$ cat config.mk
export PLATFORM = sky130hd
export DESIGN_NAME = regfile_read_stage
export DESIGN_NICKNAME = d
export VERILOG_FILES = /design/src/rtl/regfile_read_stage.sv
export SDC_FILE = /design/constraint.sdc
export NUM_CORES = 1
export LEC_CHECK = 0
export ABC_AREA = 1
export CAP_MARGIN = 25
export CORE_ASPECT_RATIO = 1.1
export CORE_UTILIZATION = 50
export CTS_CLUSTER_DIAMETER = 60
export DETAILED_ROUTE_END_ITERATION = 8
export GPL_TIMING_DRIVEN = 0
export HOLD_SLACK_MARGIN = 0.02
export PLACE_DENSITY = 0.77
export SYNTH_ARGS = -nofsm -noshare
export SYNTH_HDL_FRONTEND = slang
export SYNTH_SLANG_ARGS = --single-unit
$ cat constraint.sdc
create_clock -name clk -period 1.7 [get_ports clk]
set_input_delay 0.34 -clock clk [delete_from_list [all_inputs] [get_ports clk]]
set_output_delay 0.34 -clock clk [all_outputs]
set_load 0.01 [all_outputs]
$ cat src/rtl/regfile_read_stage.sv
// Read-port front end for the tristate-cell register file array.
// Decodes two source addresses into one-hot word lines, samples the array
// bitlines with write-back bypass, and presents the operands to execute
// through a valid/ready output register backed by a one-entry skid buffer.
// Held operands (output and skid) snoop the write port so they never go stale.
//
// Ports:
//   clk, rst                  clock, asynchronous active-low reset
//   in_valid / in_ready       request handshake from decode
//   rs1_addr, rs2_addr        source addresses
//   ReadEnable1/2             one-hot word lines to the array read ports
//   Bitline1/2                array read-port data
//   wr_en, wr_addr, wr_data   write-back port (same strobe the array uses)
//   out_valid / out_ready     operand handshake toward execute
//   rs1_data, rs2_data        registered operands
module regfile_read_stage #(
    parameter int unsigned DATA_WIDTH = 16,
    parameter int unsigned NUM_REGS   = 8,
    parameter int unsigned ADDR_WIDTH = 3,
    parameter int unsigned ZERO_REG   = 1
) (
    input  logic                  clk,
    input  logic                  rst,
    input  logic                  in_valid,
    output logic                  in_ready,
    input  logic [ADDR_WIDTH-1:0] rs1_addr,
    input  logic [ADDR_WIDTH-1:0] rs2_addr,
    output logic [NUM_REGS-1:0]   ReadEnable1,
    output logic [NUM_REGS-1:0]   ReadEnable2,
    input  logic [DATA_WIDTH-1:0] Bitline1,
    input  logic [DATA_WIDTH-1:0] Bitline2,
    input  logic                  wr_en,
    input  logic [ADDR_WIDTH-1:0] wr_addr,
    input  logic [DATA_WIDTH-1:0] wr_data,
    output logic                  out_valid,
    input  logic                  out_ready,
    output logic [DATA_WIDTH-1:0] rs1_data,
    output logic [DATA_WIDTH-1:0] rs2_data
);

    // Hardwired-zero register check.
    function automatic logic is_zero(input logic [ADDR_WIDTH-1:0] a);
        return (ZERO_REG != 0) && (a == '0);
    endfunction

    // Replace a held operand with write-back data when its address is written.
    function automatic logic [DATA_WIDTH-1:0] snoop(
        input logic [ADDR_WIDTH-1:0] a,
        input logic [DATA_WIDTH-1:0] d,
        input logic                  we,
        input logic [ADDR_WIDTH-1:0] wa,
        input logic [DATA_WIDTH-1:0] wd
    );
        if (we && !is_zero(a) && (wa == a)) return wd;
        return d;
    endfunction

    // Fresh operand: zero register, then bypass (array still shows old Q), then bitline.
    function automatic logic [DATA_WIDTH-1:0] op_sel(
        input logic [ADDR_WIDTH-1:0] a,
        input logic [DATA_WIDTH-1:0] bl,
        input logic                  we,
        input logic [ADDR_WIDTH-1:0] wa,
        input logic [DATA_WIDTH-1:0] wd
    );
        if (is_zero(a)) return '0;
        return snoop(a, bl, we, wa, wd);
    endfunction

    logic                  out_valid_q, out_valid_d;
    logic                  skid_valid_q, skid_valid_d;
    logic [ADDR_WIDTH-1:0] out_a1_q, out_a1_d, out_a2_q, out_a2_d;
    logic [DATA_WIDTH-1:0] out_d1_q, out_d1_d, out_d2_q, out_d2_d;
    logic [ADDR_WIDTH-1:0] skid_a1_q, skid_a1_d, skid_a2_q, skid_a2_d;
    logic [DATA_WIDTH-1:0] skid_d1_q, skid_d1_d, skid_d2_q, skid_d2_d;

    logic                  accept_c;
    logic [DATA_WIDTH-1:0] new_d1_c, new_d2_c;

    // in_ready comes straight from the skid flop: no path from out_ready.
    assign in_ready  = ~skid_valid_q;
    // Gated by rst so no word line fires while the stage is held in reset.
    assign accept_c  = in_valid & ~skid_valid_q & rst;

    assign out_valid = out_valid_q;
    assign rs1_data  = out_d1_q;
    assign rs2_data  = out_d2_q;

    // Word lines enabled only in an accepting cycle; undriven bitlines are never used.
    always_comb begin
        ReadEnable1 = '0;
        ReadEnable2 = '0;
        if (accept_c) begin
            ReadEnable1 = NUM_REGS'(1) << rs1_addr;
            ReadEnable2 = NUM_REGS'(1) << rs2_addr;
        end
    end

    always_comb begin
        new_d1_c = op_sel(rs1_addr, Bitline1, wr_en, wr_addr, wr_data);
        new_d2_c = op_sel(rs2_addr, Bitline2, wr_en, wr_addr, wr_data);
    end

    // Next state: held entries snoop by default, then handshake moves.
    always_comb begin
        out_valid_d  = out_valid_q;
        skid_valid_d = skid_valid_q;
        out_a1_d     = out_a1_q;
        out_a2_d     = out_a2_q;
        out_d1_d     = snoop(out_a1_q, out_d1_q, wr_en, wr_addr, wr_data);
        out_d2_d     = snoop(out_a2_q, out_d2_q, wr_en, wr_addr, wr_data);
        skid_a1_d    = skid_a1_q;
        skid_a2_d    = skid_a2_q;
        skid_d1_d    = snoop(skid_a1_q, skid_d1_q, wr_en, wr_addr, wr_data);
        skid_d2_d    = snoop(skid_a2_q, skid_d2_q, wr_en, wr_addr, wr_data);

        if (out_valid_q && out_ready) begin
            if (skid_valid_q) begin
                // Skid drains into the output; accept is impossible here.
                out_a1_d     = skid_a1_q;
                out_a2_d     = skid_a2_q;
                out_d1_d     = skid_d1_d;
                out_d2_d     = skid_d2_d;
                skid_valid_d = 1'b0;
            end else if (accept_c) begin
                out_a1_d = rs1_addr;
                out_a2_d = rs2_addr;
                out_d1_d = new_d1_c;
                out_d2_d = new_d2_c;
            end else begin
                out_valid_d = 1'b0;
            end
        end else if (!out_valid_q) begin
            if (accept_c) begin
                out_valid_d = 1'b1;
                out_a1_d    = rs1_addr;
                out_a2_d    = rs2_addr;
                out_d1_d    = new_d1_c;
                out_d2_d    = new_d2_c;
            end
        end else if (accept_c) begin
            // Output stalled: park the new request in the skid buffer.
            skid_valid_d = 1'b1;
            skid_a1_d    = rs1_addr;
            skid_a2_d    = rs2_addr;
            skid_d1_d    = new_d1_c;
            skid_d2_d    = new_d2_c;
        end
    end

    always_ff @(posedge clk or negedge rst) begin
        if (!rst) begin
            out_valid_q  <= 1'b0;
            skid_valid_q <= 1'b0;
            out_a1_q     <= '0;
            out_a2_q     <= '0;
            out_d1_q     <= '0;
            out_d2_q     <= '0;
            skid_a1_q    <= '0;
            skid_a2_q    <= '0;
            skid_d1_q    <= '0;
            skid_d2_q    <= '0;
        end else begin
            out_valid_q  <= out_valid_d;
            skid_valid_q <= skid_valid_d;
            out_a1_q     <= out_a1_d;
            out_a2_q     <= out_a2_d;
            out_d1_q     <= out_d1_d;
            out_d2_q     <= out_d2_d;
            skid_a1_q    <= skid_a1_d;
            skid_a2_q    <= skid_a2_d;
            skid_d1_q    <= skid_d1_d;
            skid_d2_q    <= skid_d2_d;
        end
    end

endmodule

==> results.ini <==
[synthesis]
netlist_area_sq_um=6170
netlist.top_cell.by_area=dfrtp_1
postSynthAreaPerCell_sq_um=6.44
synthTopCellsByArea=dfrtp_1, nand2_1, nand3_1
synth-warning-count=0
synth_nets=1020
synth.ff_latch_count=78
yosys.area.top_type_share=0.316
ys_seq_area_frac=0.316
ys_types=29
postSynthCellCount=958

[floorplan]
die_width_um=108
overall_die_area_sq_um=12800
fp_rows=42
chipHeight_um=119
floorplan.initialDensity=0.513
ports_placed_on_the_boundary=112
core_region_area_sq_um=12000

[worst_setup_path]
worst-path-max-fanout=4
setup.worst_path.end_class=primary output
worstSetupPathType=reg2out
path_delay_family=buffers and inverters
startpoint_type=flip-flop
cp.arrival_ns=1.55
cp_cell_sequence=inv_2 > nand3_4 > inv_2 > buf_6 > buf_12 > nand2_8 > nor2_4 > buf_6
critPathBufInv=5
critPathMaxStageDelay_ns=0.39
timing.critical_path.required_ns=1.36
cell_with_the_biggest_individual_delay_on_the_critical_path=dfrtp_1

[pwr]
power.density_cell_area_nw_per_um2=790
clkPwrFrac=0.323
internal-power_w=0.00453
power.share.combinational=0.323
p_leak_nw=4.38
fin_total_pwr_w=0.00668
sequentialPowerShare=0.354
switching_share=0.322
p_sw_w=0.00215
worst_vdd_rail_ir_drop_v=0.000580

[routing]
detail_route.wl_per_cell_um=17.3
avgViaCountPerCell=5.78
drt_first_pass_iters=9
final_antenna_net_count=0
wirelength_um=22200
via_count=7410
drtIter0Drc=735
drcViolationCount=0

[sta]
timing_max_transition_violations_final=0
setup_skew_after_layout_ns=0.00652
report.final.hold_viol_count=0
setup_tns_ns=-2.14
setup_ws_ns=-0.191
slew_headroom=0.523
post-route-min-period_ns=1.89
rsz0062_at_grt=true
setup_viol=16
period_share=1.11
max_clock_freq_ghz=0.529
worst_pin_slew_ns=0.713

[worst_hold_path]
min-delay-path-class=in2async

[global_routing]
gr_usage_total=0.351
grt-ovfl-total=0
first_global_vias=6864
antenna_found_initial=0
grt_start_max_net_pins=30
grt_first_pass_wirelength_um=34300

[cells_and_area]
syn2layout_area_growth_pct=37.0
n_fill_cell=1018
post_route_cells_drive_above_1_share=0.200
stdcell_area_sq_um=8460
antenna_cells_inserted=0
finalNetCount=1185

[place]
port_buffers=111
placed_cell_area_sq_um=7520
gp_congestion=0.913
place_hpwl_um=15000

[status]
run_status=finished, violations left
violations_in_the_final_reports=setup timing

[clocking]
clk_root_buffer_cell=clkbuf_16
cts.sink_count=78
cts_inserted_buffers=9
clk_transition_reported_paths_ns=0.06
clock_path_buffers=2
htreeDepth=3
tritoncts=done
insertion_delay_ns=0.35

[flow_run]
drv.max_cap_violation_count=0

## through the flow
stage,hold WS [ns],std cells,worst slack [ns],utilization
5_1_grt,0.0901,1282,-0.217,0.703
6_report,0.0842,1282,-0.191,0.703
3_3_place_gp,0.520,1223,-4.51,0.623
2_1_floorplan,0.0444,958,0.00642,-
3_5_place_dp,0.252,1224,-1.35,0.625
4_1_cts,0.0847,1265,-0.154,0.685
## flip-flops by register name (all words and copies together), names as in the netlist
name,cells
skid_d2_q,16
out_a2_q,3
out_a1_q,3
skid_a2_q,3
skid_d1_q,16
skid_a1_q,3
skid_valid_q,1
rs2_data,16
out_valid,1
rs1_data,16
## synthesized netlist by cell type
cell / count
nor2_2: 2
nor2_4: 5
dfrtp_1: 78
buf_6: 7
clkbuf_1: 14
nand3_2: 13
buf_4: 7
a21oi_1: 4
nand4_1: 49
nand2_4: 2
clkinv_1: 3
nand3_4: 4
a21boi_2: 1
o22ai_1: 6
nand2_2: 31
buf_2: 18
nand3_1: 206
inv_2: 7
o21ai_0: 8
inv_1: 113
a22oi_1: 4
o21ai_1: 18
nor2_8: 1
nor3_1: 1
nand2_1: 307
buf_1: 3
o21bai_2: 2
o211ai_1: 15
nor2_1: 29
## repair_timing
| item | in CTS | in global routing |
|---|---|---|
| hold buffers | 2 | 0 |
| cloned | 3 | 0 |
| setup buffers | 20 | 16 |
| resized for setup | 151 | 42 |
| pin swaps | 7 | 12 |
| hold endpoints to repair | 21 | 0 |
| endpoints found under the setup margin | 96 | 76 |
## cells by family after synthesis
| group | synth area share |
|---|---|
| AOI/OAI and AO/OA | 0.0590 |
| buffers and inverters | 0.121 |
| DFF | 0.316 |
| and+or+nand+nor | 0.504 |
## cell type report
class / count / area, sq um / share of cell area
plain buffers: 49 / 430 / 0.0509
clock buffers: 10 / 239 / 0.0283
clock inverters: 6 / 85.1 / 0.0101
inverters: 123 / 475 / 0.0562
multi-input cells: 708 / 3620 / 0.428
flip-flops and latches: 78 / 1950 / 0.231
well taps: 154 / 193 / 0.0228
repair buffers: 154 / 1460 / 0.173
## power groups by stage
stage               clock network (W)  logic [W]  registers [W]
finish                        0.00216    0.00216        0.00236
global route                  0.00224    0.00237        0.00240
CTS                           0.00214    0.00210        0.00236
detailed placement                  0    0.00200        0.00239
global placement                    0    0.00196        0.00238
floorplan                           0    0.00107        0.00246
## worst paths after layout
kind                                     startpoint                        to  slack (ns)  cells after the start
setup / recovery           skid_valid_q$_DFFE_PN0P_            ReadEnable1[3]       -0.19                      8
setup reg to reg           skid_valid_q$_DFFE_PN0P_     rs2_data[7]$_DFF_PN0_        0.01                      7
hold reg to reg            skid_a2_q[2]$_DFFE_PN0P_  skid_a2_q[2]$_DFFE_PN0P_        0.55                      2
max in group asynchronous                       rst    skid_d2_q[1]$_DFF_PN0_        0.49                      3
hold / removal                                  rst    skid_d2_q[7]$_DFF_PN0_        0.08                      2
min in group clk                        rs2_addr[1]  skid_a2_q[1]$_DFFE_PN0P_        0.31                      3
## cells in the final DEF, fill, tap and decap left out, types with 19 or more instances in the layout
cell type,netlist,routed
nand2_1,307,302
nand4_1,49,49
buf_4,7,42
nand2_2,31,34
dfrtp_1,78,77
nor2_1,29,19
inv_1,113,105
buf_2,18,28
clkdlybuf4s50_1,0,82
nand3_1,206,205
## routing by layer
| layer | wire length (um) | GRT usage | share of wire | vias to the layer above |
|---|---|---|---|---|
| met1 | 8110 | 0.429 | 0.37 | 3331 |
| met4 | 1320 | 0.215 | 0.059 | 0 |
| li1 | - | - | - | 3485 |
| met3 | 2430 | 0.0750 | 0.11 | 106 |
| met2 | 10300 | 0.561 | 0.47 | 488 |
| met5 | 0 | 0 | 0 | - |
Note: power is estimated with default switching activity, not from simulation.
